<file path="src/rtl/pipe_pkg.sv">
// Shared pipeline types and constants for the RISC-V stage registers.
package pipe_pkg;

  typedef enum logic [1:0] {
    PS_EMPTY,
    PS_FULL,
    PS_SKID
  } pipe_state_e;

  localparam logic [31:0] NOP_INSN = 32'h0000_0013;

endpackage

</file>
<file path="src/rtl/register_nbit.sv">
// WIDTH-bit enabled register with asynchronous active-low reset to RST_VAL.
module register_nbit #(
  parameter int unsigned          WIDTH   = 32,
  parameter logic [WIDTH-1:0]     RST_VAL = '0
) (
  input  logic             clk,
  input  logic             rst_n,
  input  logic             en,
  input  logic [WIDTH-1:0] d,
  output logic [WIDTH-1:0] q
);

  always_ff @(posedge clk or negedge rst_n) begin
    if (!rst_n) begin
      q <= RST_VAL;
    end else if (en) begin
      q <= d;
    end
  end

endmodule

</file>
<file path="src/rtl/pipe_stage_reg.sv">
// Pipeline stage register: valid/ready handshake, 2-entry skid buffer, flush.
// All outputs decode from registered state, so no input-to-output comb path.
module pipe_stage_reg
  import pipe_pkg::*;
#(
  parameter int unsigned      WIDTH     = 32,
  parameter logic [WIDTH-1:0] RST_VAL   = '0,
  parameter logic [WIDTH-1:0] FLUSH_VAL = '0
) (
  input  logic             clk,
  input  logic             rst_n,
  input  logic             flush,
  input  logic             in_valid,
  output logic             in_ready,
  input  logic [WIDTH-1:0] in_data,
  output logic             out_valid,
  input  logic             out_ready,
  output logic [WIDTH-1:0] out_data,
  output logic [1:0]       occupancy
);

  pipe_state_e      state_q, state_d;
  logic             main_en, skid_en;
  logic [WIDTH-1:0] main_d, skid_d, main_q, skid_q;

  register_nbit #(.WIDTH(WIDTH), .RST_VAL(RST_VAL)) u_main (
    .clk   (clk),
    .rst_n (rst_n),
    .en    (main_en),
    .d     (main_d),
    .q     (main_q)
  );

  register_nbit #(.WIDTH(WIDTH), .RST_VAL(RST_VAL)) u_skid (
    .clk   (clk),
    .rst_n (rst_n),
    .en    (skid_en),
    .d     (skid_d),
    .q     (skid_q)
  );

  always_ff @(posedge clk or negedge rst_n) begin
    if (!rst_n) begin
      state_q <= PS_EMPTY;
    end else begin
      state_q <= state_d;
    end
  end

  always_comb begin
    state_d = state_q;
    main_en = 1'b0;
    main_d  = in_data;
    skid_en = 1'b0;
    skid_d  = in_data;
    if (flush) begin
      state_d = PS_EMPTY;
      main_en = 1'b1;
      main_d  = FLUSH_VAL;
      skid_en = 1'b1;
      skid_d  = FLUSH_VAL;
    end else begin
      unique case (state_q)
        PS_EMPTY: begin
          if (in_valid) begin
            main_en = 1'b1;
            state_d = PS_FULL;
          end
        end
        PS_FULL: begin
          if (in_valid && out_ready) begin
            main_en = 1'b1;
          end else if (in_valid) begin
            skid_en = 1'b1;
            state_d = PS_SKID;
          end else if (out_ready) begin
            state_d = PS_EMPTY;
          end
        end
        PS_SKID: begin
          // Upstream sees in_ready=0 here, so in_valid is deliberately ignored.
          if (out_ready) begin
            main_en = 1'b1;
            main_d  = skid_q;
            state_d = PS_FULL;
          end
        end
        default: state_d = PS_EMPTY;
      endcase
    end
  end

  always_comb begin
    out_valid = 1'b0;
    in_ready  = 1'b1;
    occupancy = 2'd0;
    unique case (state_q)
      PS_FULL: begin
        out_valid = 1'b1;
        occupancy = 2'd1;
      end
      PS_SKID: begin
        out_valid = 1'b1;
        in_ready  = 1'b0;
        occupancy = 2'd2;
      end
      default: ;
    endcase
  end

  assign out_data = main_q;

endmodule

</file>
<file path="config.mk">
export PLATFORM = sky130hd
export DESIGN_NAME = pipe_stage_reg
export DESIGN_NICKNAME = d
export VERILOG_FILES = /design/src/rtl/pipe_pkg.sv /design/src/rtl/register_nbit.sv /design/src/rtl/pipe_stage_reg.sv
export SDC_FILE = /design/constraint.sdc
export NUM_CORES = 1
export LEC_CHECK = 0
export BUFFER_PORTS_ARGS = -buffer_cell sky130_fd_sc_hd__buf_2
export CORE_ASPECT_RATIO = 0.7
export CORE_UTILIZATION = 55
export CTS_CLUSTER_DIAMETER = 30
export DETAILED_ROUTE_END_ITERATION = 7
export HOLD_SLACK_MARGIN = 0.05
export PLACE_DENSITY_LB_ADDON = 0.25
export SLEW_MARGIN = 10
export SYNTH_ARGS = -nofsm -noshare
export SYNTH_HDL_FRONTEND = slang
export SYNTH_SLANG_ARGS = --single-unit
export TNS_END_PERCENT = 30
</file>
<file path="constraint.sdc">
create_clock -name clk -period 4.6 [get_ports clk]
set_input_delay 0.92 -clock clk [delete_from_list [all_inputs] [get_ports clk]]
set_output_delay 0.92 -clock clk [all_outputs]
set_load 0.01 [all_outputs]
</file>
==> After elaboration in Yosys (flattened, before gate mapping) <==
Index checks and enable logic that the tools add are counted.
{ "op_classes": {"mux": 22, "eq_ne": 6, "n_reduce_logical": 4} }
{ "ops": {"columns": ["cell", "count"], "rows": [
  ["$mux 32", 4],
  ["$mux 2", 6],
  ["$mux 1", 9],
  ["$ne 3x3->1 const B", 3],
  ["$pmux 2 s3", 1],
  ["$ne 4x4->1 const B", 1],
  ["$pmux 2 s2", 1],
  ["$reduce_and 4->1", 1],
  ["$pmux 1 s3", 1],
  ["$eq 2x1->1 const B", 1],
  ["$eq 2x2->1 const B", 1],
  ["$logic_not 2->1", 1],
  ["$reduce_or 2->1", 1],
  ["$logic_and 1x1->1", 1]
]} }
{ "word_totals": {"out_inout_bits": 36, "ff_bits": 66, "word_cells": 35, "in_bits": 37} }

==> Logic depth before layout (Yosys ltp) <==
Gate-level depths: netlist of the first run.
{ "logic_depth": {"word_depth": 5, "depth_mapped": 8, "ltp_nobuf": 6} }

==> Hierarchy <==
From an unflattened synthesis of the first run, not the netlist that was laid out.
{ "hier_totals": {"hier_cells": 306, "area_unflattened_um2": 3607.2} }
{ "modules_own_cells": {"columns": ["module", "area_per_inst_um2", "cells_each", "n_inst", "seq_area_each_um2"], "rows": [
  ["register_nbit", 1345.0, 68, 2, 800.8],
  ["pipe_stage_reg", 917.1, 170, 1, 50.0]
]} }

==> Worst setup path after synthesis of the first run <==
OpenSTA, ideal clock, no wires.
{ "synth_timing": {"path_type": "input -> register", "start": "in out_ready", "end": "reg u_main.q[10]", "setup_ns": 0.148, "required_time_ns": 4.452, "path_buffers": 2, "arrival_time_ns": 1.809, "path_slack_ns": 2.643, "path_stages": 5, "path_cell_list": "buf_4 nand3_2 a31oi_4 buf_2 a311oi_2"} }
{ "synth_via": {"elab_chain_cells": 4, "word_cells_on_any_way": 8, "cone_classes": "mux: 7; reduce/logical: 1"} }
{ "synth_lines": {"columns": ["item", "line", "text"], "rows": [
  ["start, declared", "pipe_stage_reg.sv:17", "input logic out_ready,"],
  ["$logic_and 1x1->1", "pipe_stage_reg.sv:71", "if (in_valid && out_ready) begin"],
  ["$mux 1", "pipe_stage_reg.sv:71", null],
  ["$pmux 1 s3", "pipe_stage_reg.sv:63", "unique case (state_q)"],
  ["$mux 1", "pipe_stage_reg.sv:56", "if (flush) begin"],
  ["end signal, assigned", "register_nbit.sv:15", "q <= RST_VAL;"],
  ["end signal, assigned", "register_nbit.sv:17", "q <= d;"],
  ["end, declared", "register_nbit.sv:10", "output logic [WIDTH-1:0] q"]
]} }
Parallel ways exist; a longest one is shown, timed or not.
A chain may end at the register's enable or synchronous reset.

==> Final worst setup path of the first run <==
{ "layout_timing": {"start": "in out_ready", "end": "reg u_main.q[17]"} }
Same word-level chain as after synthesis.

==> results of run 1 <==
## final cells by class
cell class	count	area [um2]	area share [%]
timing repair buffer	77	418	11.1
sequential	66	1650	44.0
multi-input combinational	184	1350	36.1
tap	72	90.1	2.40
clock buffer	10	138	3.67
clock inverter	6	88.8	2.37
inverter	3	11.3	0.300
## power groups by stage
stage          Sequential [uW]  Combinational [uW]  Clock (uW)
6_report                   706                 452         551
2_1_floorplan              741                 296           0
4_1_cts                    706                 454         563
3_3_place_gp               715                 442           0
3_5_place_dp               716                 453           0
5_1_grt                    716                 506         585
## state kept, by name, summed over array words and instances, names as in the netlist
signal    flops
u_skid.q     32
u_main.q     32
state_q       2
## kinds of logic after synthesis
family          Yosys count
buf+inv                  30
compound gates           67
mux                       2
fa+ha+maj                 6
flops                    66
simple gates            109
## routing by layer
| metal | global-route usage [%] | share of wire, % |
|---|---|---|
| met5 | 0 | 0 |
| met4 | 6.45 | 0.62 |
| met3 | 9.38 | 7.0 |
| met2 | 38.7 | 45 |
| met1 | 34.3 | 47 |
## worst register-to-register path: stages (launching register included)
cell	delay (ns)
dfrtp_1	0.44
inv_1	0.14
ha_1	0.16
buf_4	0.35
nand2_2	0.52
a31oi_4	0.36
buf_4	0.42
nor2_1	0.13
a311oi_2	0.24
## placed cells by master, fill, tap and decap left out
master,Yosys,routed
a22o_1,32,32
nor3_4,0,1
nor2_1,37,36
buf_16,0,1
a311oi_1,5,5
a311oi_2,28,28
buf_2,2,72
nand2_1,34,34
ha_1,6,6
nand3_2,1,1
clkinvlp_4,0,2
dfrtp_1,66,66
nand3_1,32,32
buf_4,3,4
nor2b_1,1,1
nand2b_1,1,1
a31oi_4,1,1
nor3_1,1,1
clkbuf_8,0,10
nor2_4,0,1
a21oi_1,1,1
inv_6,0,1
bufinv_16,0,2
mux2_2,2,2
nand2_2,1,1
clkinv_2,0,1
inv_1,3,3
## stage by stage
step | cells | worst slack, ns | hold WS [ns]
after floorplan | 280 | 2.64 | 0.474
after global placement | 401 | 1.28 | 0.488
after detailed placement | 401 | 1.20 | 0.491
after CTS | 417 | 1.58 | 0.511
after global routing | 418 | 1.36 | 0.525
final | 418 | 1.56 | 0.508
## worst paths after layout
kind                         startpoint            to  slack [ns]  depth (start not counted)
max                           out_ready  u_main.q[17]        1.56                          6
min                        u_skid.q[19]  u_skid.q[19]        0.51                          1
max reg2reg                  state_q[0]  u_main.q[17]        1.75                          8
min reg2reg                u_skid.q[19]  u_skid.q[19]        0.51                          1
max in group asynchronous         rst_n  u_skid.q[13]        3.01                          2
min in group asynchronous         rst_n  u_main.q[14]        0.73                          1
==> flow_summary.yaml, run 1 <==
critical_path:
  crit_fanout: 38
  cp.required_ns: 4.85
  critPathBufInv: 2
  slowest_stage: "nand2_2"
  max_stage_delay_ns: 0.62
  cp-end-kind: "flop"
  cp_cell_sequence: "buf_2 -> nand2_2 -> a31oi_4 -> buf_4 -> nor2_1 -> a311oi_2"
  worstPathArrival_ns: 3.29
  critPathLaunchType: "primary input"
  crit_type: "in2reg"
  critPathTopFamily: "buffers and inverters"
synthesis:
  synth_area_per_cell_um2: 11.2
  synth-simple-area-share_pct: 15.0
  synthAdderAreaFrac_pct: 2.39
  synth_compound_area_share_pct: 24.6
  yosysTopAreaCell: "dfrtp_1"
  synth_seq_area_share_pct: 52.6
  ys.warnings.count: 0
  synth_top_family_by_area: "compound AO/OA/AOI/OAI gates"
  synthMuxAreaShare_pct: 0.717
  synth.area.top_cells: "dfrtp_1 53%, a311oi_2 13%, a22o_1 8.9%, nand3_1 5.1%, nor2_1 4.4%"
  syn_inst: 280
  synth-xor-area-share_pct: 0
  yosysTopAreaCellShare_pct: 52.6
  synth-async-reset-ratio_pct: 100
  yosysMostFrequentCell: "dfrtp_1"
  synth_cell_types: 23
  synth_seq_cells: 66
  synth_edf_count: 0
  syn_nets: 323
  synth_flop_cell: "dfrtp_1"
  syn-cell-area_mm2: 0.00314
  synth_commonest_cells: "66 x dfrtp_1, 37 x nor2_1, 34 x nand2_1"
timing:
  max_freq_mhz: 329
  hold_violations: 0
  worstMarginPinSlew_ns: 1.09
  tns_ns: 0
  rsz0062_at_grt: "false"
  report.final.slew_viol_count: 0
  period_share_pct: 66.0
  min_period_ns: 3.04
  slew_headroom_pct: 27.4
  final-setup-viol-count: 0
  clock-skew-final_ns: 0.00403
pwr:
  intPower_uw: 1160
  combPwrFrac_pct: 26.5
  vdd_ir_drop_max_v: 0.000280
  power.leakage_uw: 0.00180
  seqPwrFrac_pct: 41.3
  power.density_mw_per_mm2: 456
  p_sw_uw: 548
  swShare_pct: 32.1
  clock_power_share_pct: 32.3
  power.total_uw: 1710
run:
  drv_cap: 0
clock_network:
  insertion_delay_ns: 0.35
  root_buffer: "clkbuf_8"
  htreeDepth: 3
  ctsHoldBuffers: 0
  clock-sinks: 66
  cts_setup_buffers: 0
  clockBufferDepth: 2
  cts_resized: 0
  clk_pin_slew_ns: 0.07
  cts_tree: "yes"
  cts_buffers: 9
placed_design:
  io_buffers: 72
  placed_area_mm2: 0.00350
  dp_hpwl_mm: 4.05
  place.gp.congestion: 0.799
routing:
  first_iter_violations: 177
  avgRoutedWirePerCell_um: 16.3
  drt_wl_total_mm: 6.79
  firstDrtPassIters: 4
  vias: 2411
  ant_nets: 0
  vias_per_cell: 5.77
  route.detailed.drc: 0
global_route:
  grt_pass1_wl_mm: 11.6
  grt_overflow: 0
  grt_pass1_vias: 2365
  antenna_found_initial: 0
  gr-usage-all-layers_pct: 25.3
  grt_max_degree: 45
die:
  rows: 22
  io_pins: 73
  fp.coreArea_mm2: 0.00537
  dieArea_mm2: 0.00602
  die_x_um: 92.3
  die_h_um: 65.2
  start_util_pct: 58.5
cells_and_area:
  stdcell_area_mm2: 0.00375
  n_antenna_cell: 0
  drive_gt1_share_pct: 37.0
  areaGrowthSynthToFinish_pct: 19.5
  fin_nets: 384
  final_core_util_pct: 69.9
  fillers: 417
min_path:
  min_path_type: "reg2reg"
run_status:
  status: "complete, no violations"
No activity file was read; power rests on OpenSTA's default activity.
==> inputs of run 2 (changes only) <==
--- a/config.mk
+++ b/config.mk
@@ -7,7 +7,7 @@
 export LEC_CHECK = 0
 export BUFFER_PORTS_ARGS = -buffer_cell sky130_fd_sc_hd__buf_2
 export CORE_ASPECT_RATIO = 0.7
-export CORE_UTILIZATION = 55
+export CORE_UTILIZATION = 54
 export CTS_CLUSTER_DIAMETER = 30
 export DETAILED_ROUTE_END_ITERATION = 7
 export HOLD_SLACK_MARGIN = 0.05
==> constraint.sdc (replaced) <==
create_clock -name clk -period 3.05 [get_ports clk]
set_input_delay 0.61 -clock clk [delete_from_list [all_inputs] [get_ports clk]]
set_output_delay 0.61 -clock clk [all_outputs]
set_load 0.01 [all_outputs]
==> run 2 against run 1 <==
Count of clock-buffer cells in the layout unchanged; worst setup slack got worse by 0.91 ns; critical endpoint is now u_main.q[2]; via count increased by 2.9%; cell count increased by 0.96%; combinational power increased by 54%; sequential cell count unchanged; clock skew increased by 0.0036 ns.
==> flow_summary.yaml, run 2 (same netlist as run 1, synthesis figures left out) <==
timing:
  final-setup-viol-count: 0
  max_freq_mhz: 418
  whs_ns: 0.147
  rsz0062_at_grt: "false"
  tns_ns: 0
  period_share_pct: 78.5
  clock-skew-final_ns: 0.00759
  setup_slack_ns: 0.656
  worstMarginPinSlew_ns: 1.26
  report.final.slew_viol_count: 0
  slew_headroom_pct: 15.8
  hold_violations: 0
  min_period_ns: 2.39
routing:
  vias: 2482
  avgRoutedWirePerCell_um: 16.8
  route.detailed.drc: 0
  ant_nets: 0
  first_iter_violations: 263
  firstDrtPassIters: 4
  vias_per_cell: 5.88
  drt_wl_total_mm: 7.10
clock_network:
  cts_buffers: 9
  cts_setup_buffers: 0
  root_buffer: "clkbuf_8"
  insertion_delay_ns: 0.35
  clock-sinks: 66
  ctsHoldBuffers: 0
  htreeDepth: 3
  clockBufferDepth: 2
  cts_tree: "yes"
  clk_pin_slew_ns: 0.08
  cts_resized: 0
global_route:
  gr-usage-all-layers_pct: 25.6
  antenna_found_initial: 0
  grt_max_degree: 37
  grt_overflow: 0
  grt_pass1_wl_mm: 11.7
  grt_pass1_vias: 2312
pwr:
  swShare_pct: 34.7
  intPower_uw: 1590
  power.total_uw: 2430
  clock_power_share_pct: 27.6
  power.leakage_uw: 0.00178
  power.density_mw_per_mm2: 655
  seqPwrFrac_pct: 43.8
  vdd_ir_drop_max_v: 0.000273
  combPwrFrac_pct: 28.7
  p_sw_uw: 842
die:
  fp.coreArea_mm2: 0.00542
  dieArea_mm2: 0.00613
  io_pins: 73
  die_x_um: 93.1
  rows: 22
  start_util_pct: 57.9
  die_h_um: 65.8
cells_and_area:
  n_antenna_cell: 0
  layout_common_cells: "72 x buf_2, 66 x dfrtp_1, 36 x nor2_1"
  areaGrowthSynthToFinish_pct: 18.1
  fin_nets: 388
  final_common_cell: "buf_2"
  drive_gt1_share_pct: 37.7
  layout.cells.non_filler: 422
  biggestRegsByFlops: "u_main.q x32, u_skid.q x32, state_q x2"
critical_path:
  worstPathArrival_ns: 2.64
  max_stage_delay_ns: 0.54
  critPathLaunchType: "flop"
  cp_cell_sequence: "inv_1 -> ha_1 -> nand2_2 -> a31oi_4 -> buf_4 -> nor2_1 -> a311oi_1"
  crit_path_start: "state_q[0]"
  crit_type: "reg2reg"
  cp.required_ns: 3.29
  cp-end-kind: "flop"
  slowest_stage: "ha_1"
  worstReg2RegStart: "state_q[0]"
  crit_fanout: 36
placed_design:
  pre_cts_ws_ns: 0.664
  post-place-cells: 406
  place.gp.congestion: 0.796
  io_buffers: 72
  dp_hpwl_mm: 4.59
run:
  drv_cap: 0
run_status:
  status: "complete, no violations"
min_path:
  min_path_type: "in2async"
run 2: power by group through the flow:
stage	Combinational (uW)	Sequential [uW]	Clock, uW
2_1_floorplan	446	1120	0
3_3_place_gp	679	1080	0
3_5_place_dp	699	1080	0
4_1_cts	699	1060	682
5_1_grt	769	1080	720
6_report	696	1060	669
run 2: layout make-up:
cell class / count / area [um2]
Fill cell: 442 / 1720
Sequential cell: 66 / 1650
Multi-Input combinational cell: 184 / 1350
Timing Repair Buffer: 81 / 428
Clock buffer: 10 / 138
Tap cell: 72 / 90.1
Clock inverter: 6 / 41.3
Inverter: 3 / 11.3
run 2: stage by stage:
stage,area [um2],utilization (%)
3_5_place_dp,3530,65.1
3_3_place_gp,3530,65.1
2_1_floorplan,3140,-
4_1_cts,3710,68.4
6_report,3710,68.4
5_1_grt,3710,68.4
run 2: worst paths after layout:
kind,endpoint,depth (start not counted),slack (ns)
min,u_main.q[15],1,0.15
max,u_main.q[2],7,0.66
max reg2reg,u_main.q[2],7,0.66
min reg2reg,u_skid.q[31],1,0.51
max in group asynchronous,state_q[1],2,2.21
min in group clk,u_skid.q[25],2,0.49
run 2: critical path, delay by kind of cell (launching register included):
kind / cells / cell delay [ns]
adder cells (fa/ha/maj): 1 / 0.54
flip-flops: 1 / 0.43
AND/OR/NAND/NOR: 2 / 0.22
AO/OA/AOI/OAI: 2 / 0.50
buffers and inverters: 2 / 0.57
run 2: metal layers:
layer	global-route usage, %	routed length, um	vias up
met5	0	0	-
met4	6.54	44	0
met3	8.62	473	6
met2	36.5	3130	94
met1	37.6	3440	1226
li1	-	-	1156
==> inputs of run 3 (changes only) <==
==> constraint.sdc (replaced) <==
create_clock -name clk -period 2.3 [get_ports clk]
set_input_delay 0.46 -clock clk [delete_from_list [all_inputs] [get_ports clk]]
set_output_delay 0.46 -clock clk [all_outputs]
set_load 0.01 [all_outputs]
==> run 3 against run 2 <==
Sequential power rose by 33%; clock power rose by 64%; sequential cell count did not move; utilization rose by 1.8 points; maximum frequency rose by 26%; worst hold slack got worse by 0.042 ns; final area rose by 2.6%; non-clock buffer count rose by 4; register-to-register slack got worse by 0.25 ns; routed wire length fell by 1.5%.
==> flow_summary.yaml, run 3 (same netlist as run 1, synthesis figures left out) <==
run_status:
  status: "complete, no violations"
timing:
  final-setup-viol-count: 0
  slew_headroom_pct: 62.4
  rsz0062_at_grt: "false"
  min_period_ns: 1.90
  report.final.slew_viol_count: 0
  worstMarginPinSlew_ns: 0.563
  period_share_pct: 82.5
  hold_violations: 0
  tns_ns: 0
  max_freq_mhz: 527
  clock-skew-final_ns: 0.00642
  whs_ns: 0.105
global_route:
  grt_max_degree: 53
  gr-usage-all-layers_pct: 25.4
  grt_pass1_wl_mm: 11.6
  grt_pass1_vias: 2375
  grt_overflow: 0
  antenna_found_initial: 0
critical_path:
  reg2reg_to: "u_main.q[2]"
  cp_cell_sequence: "inv_1 -> ha_1 -> nand2_2 -> a31oi_4 -> buf_12 -> nor2_1 -> a311oi_1"
  crit_fanout: 52
  r2r_setup_slack_ns: 0.40
  slowest_stage: "dfrtp_1"
  max_stage_delay_ns: 0.43
  worstReg2RegStart: "state_q[0]"
  crit_type: "reg2reg"
  critPathLaunchType: "flop"
  r2r_cells: 7
  worstPathArrival_ns: 2.13
  cp.required_ns: 2.53
  cp-end-kind: "flop"
min_path:
  min_path_type: "in2async"
routing:
  first_iter_violations: 143
  drt_wl_total_mm: 6.99
  ant_nets: 0
  avgRoutedWirePerCell_um: 16.4
  route.detailed.drc: 0
  vias: 2456
  firstDrtPassIters: 4
  vias_per_cell: 5.77
die:
  fp.coreArea_mm2: 0.00542
  die_x_um: 93.1
  die_h_um: 65.8
  dieArea_mm2: 0.00613
  rows: 22
  io_pins: 73
  start_util_pct: 57.9
clock_network:
  cts_buffers: 9
  ctsHoldBuffers: 0
  clock-sinks: 66
  clk_pin_slew_ns: 0.07
  cts_resized: 0
  clockBufferDepth: 2
  cts_tree: "yes"
  root_buffer: "clkbuf_8"
  htreeDepth: 3
  insertion_delay_ns: 0.34
  cts_setup_buffers: 0
pwr:
  power.density_mw_per_mm2: 905
  vdd_ir_drop_max_v: 0.000485
  power.total_uw: 3440
  power.leakage_uw: 0.00184
cells_and_area:
  biggestRegsByFlops: "u_main.q x32, u_skid.q x32, state_q x2"
  fin_nets: 392
  drive_gt1_share_pct: 38.1
  layout_common_cells: "72 x buf_2, 66 x dfrtp_1, 36 x nor2_1"
  layout.cells.non_filler: 426
  areaGrowthSynthToFinish_pct: 21.2
  n_antenna_cell: 0
  final_common_cell: "buf_2"
placed_design:
  place.gp.congestion: 0.797
  post-place-cells: 410
  io_buffers: 72
  dp_hpwl_mm: 4.57
run:
  drv_cap: 0
-- run 3: how the worst max path moves through the flow --
stage	from	end	slack (ns)
2_1_floorplan	state_q[0]	state_q[0]	0.50
3_3_place_gp	state_q[1]	u_skid.q[0]	0.32
3_5_place_dp	state_q[1]	u_skid.q[1]	0.20
4_1_cts	state_q[1]	u_skid.q[1]	0.17
5_1_grt	state_q[0]	u_main.q[2]	0.23
6_report	state_q[0]	u_main.q[2]	0.40
-- run 3: final cells by class --
type	instances	area, um2
flip-flops and latches	66	1650
fillers	419	1620
multi-input cells	184	1350
repair buffers	85	470
clock buffers	12	155
well taps	72	90.1
clock inverters	4	73.8
inverters	3	11.3
-- run 3: stage by stage --
step	cell area (um2)	utilization, %	setup WS [ns]
2_1_floorplan	3140	-	0.502
3_3_place_gp	3570	65.9	0.324
3_5_place_dp	3570	65.9	0.198
4_1_cts	3800	70.1	0.174
5_1_grt	3800	70.2	0.231
6_report	3800	70.2	0.403
-- run 3: report_power, final --
part,switching [uW],internal (uW)
logic,549,383
registers,93.1,1320
clock network,427,670
total,1070,2370
-- run 3: critical path, delay by kind of cell (launching register included) --
kind	cells	cell delay, ns
compound gates	2	0.50
flops	1	0.43
simple gates	2	0.17
buf+inv	2	0.43
fa+ha+maj	1	0.25
-- run 3: routing by layer --
metal  GRT usage [%]  routed length (um)  up-vias  part of all wire (%)
li1                -                   -     1162                     -
met1            35.4                3220     1188                    46
met2            39.1                3150       98                    45
met3            6.09                 566        8                   8.1
met4            9.04                  57        0                  0.82
met5               0                   0        -                     0
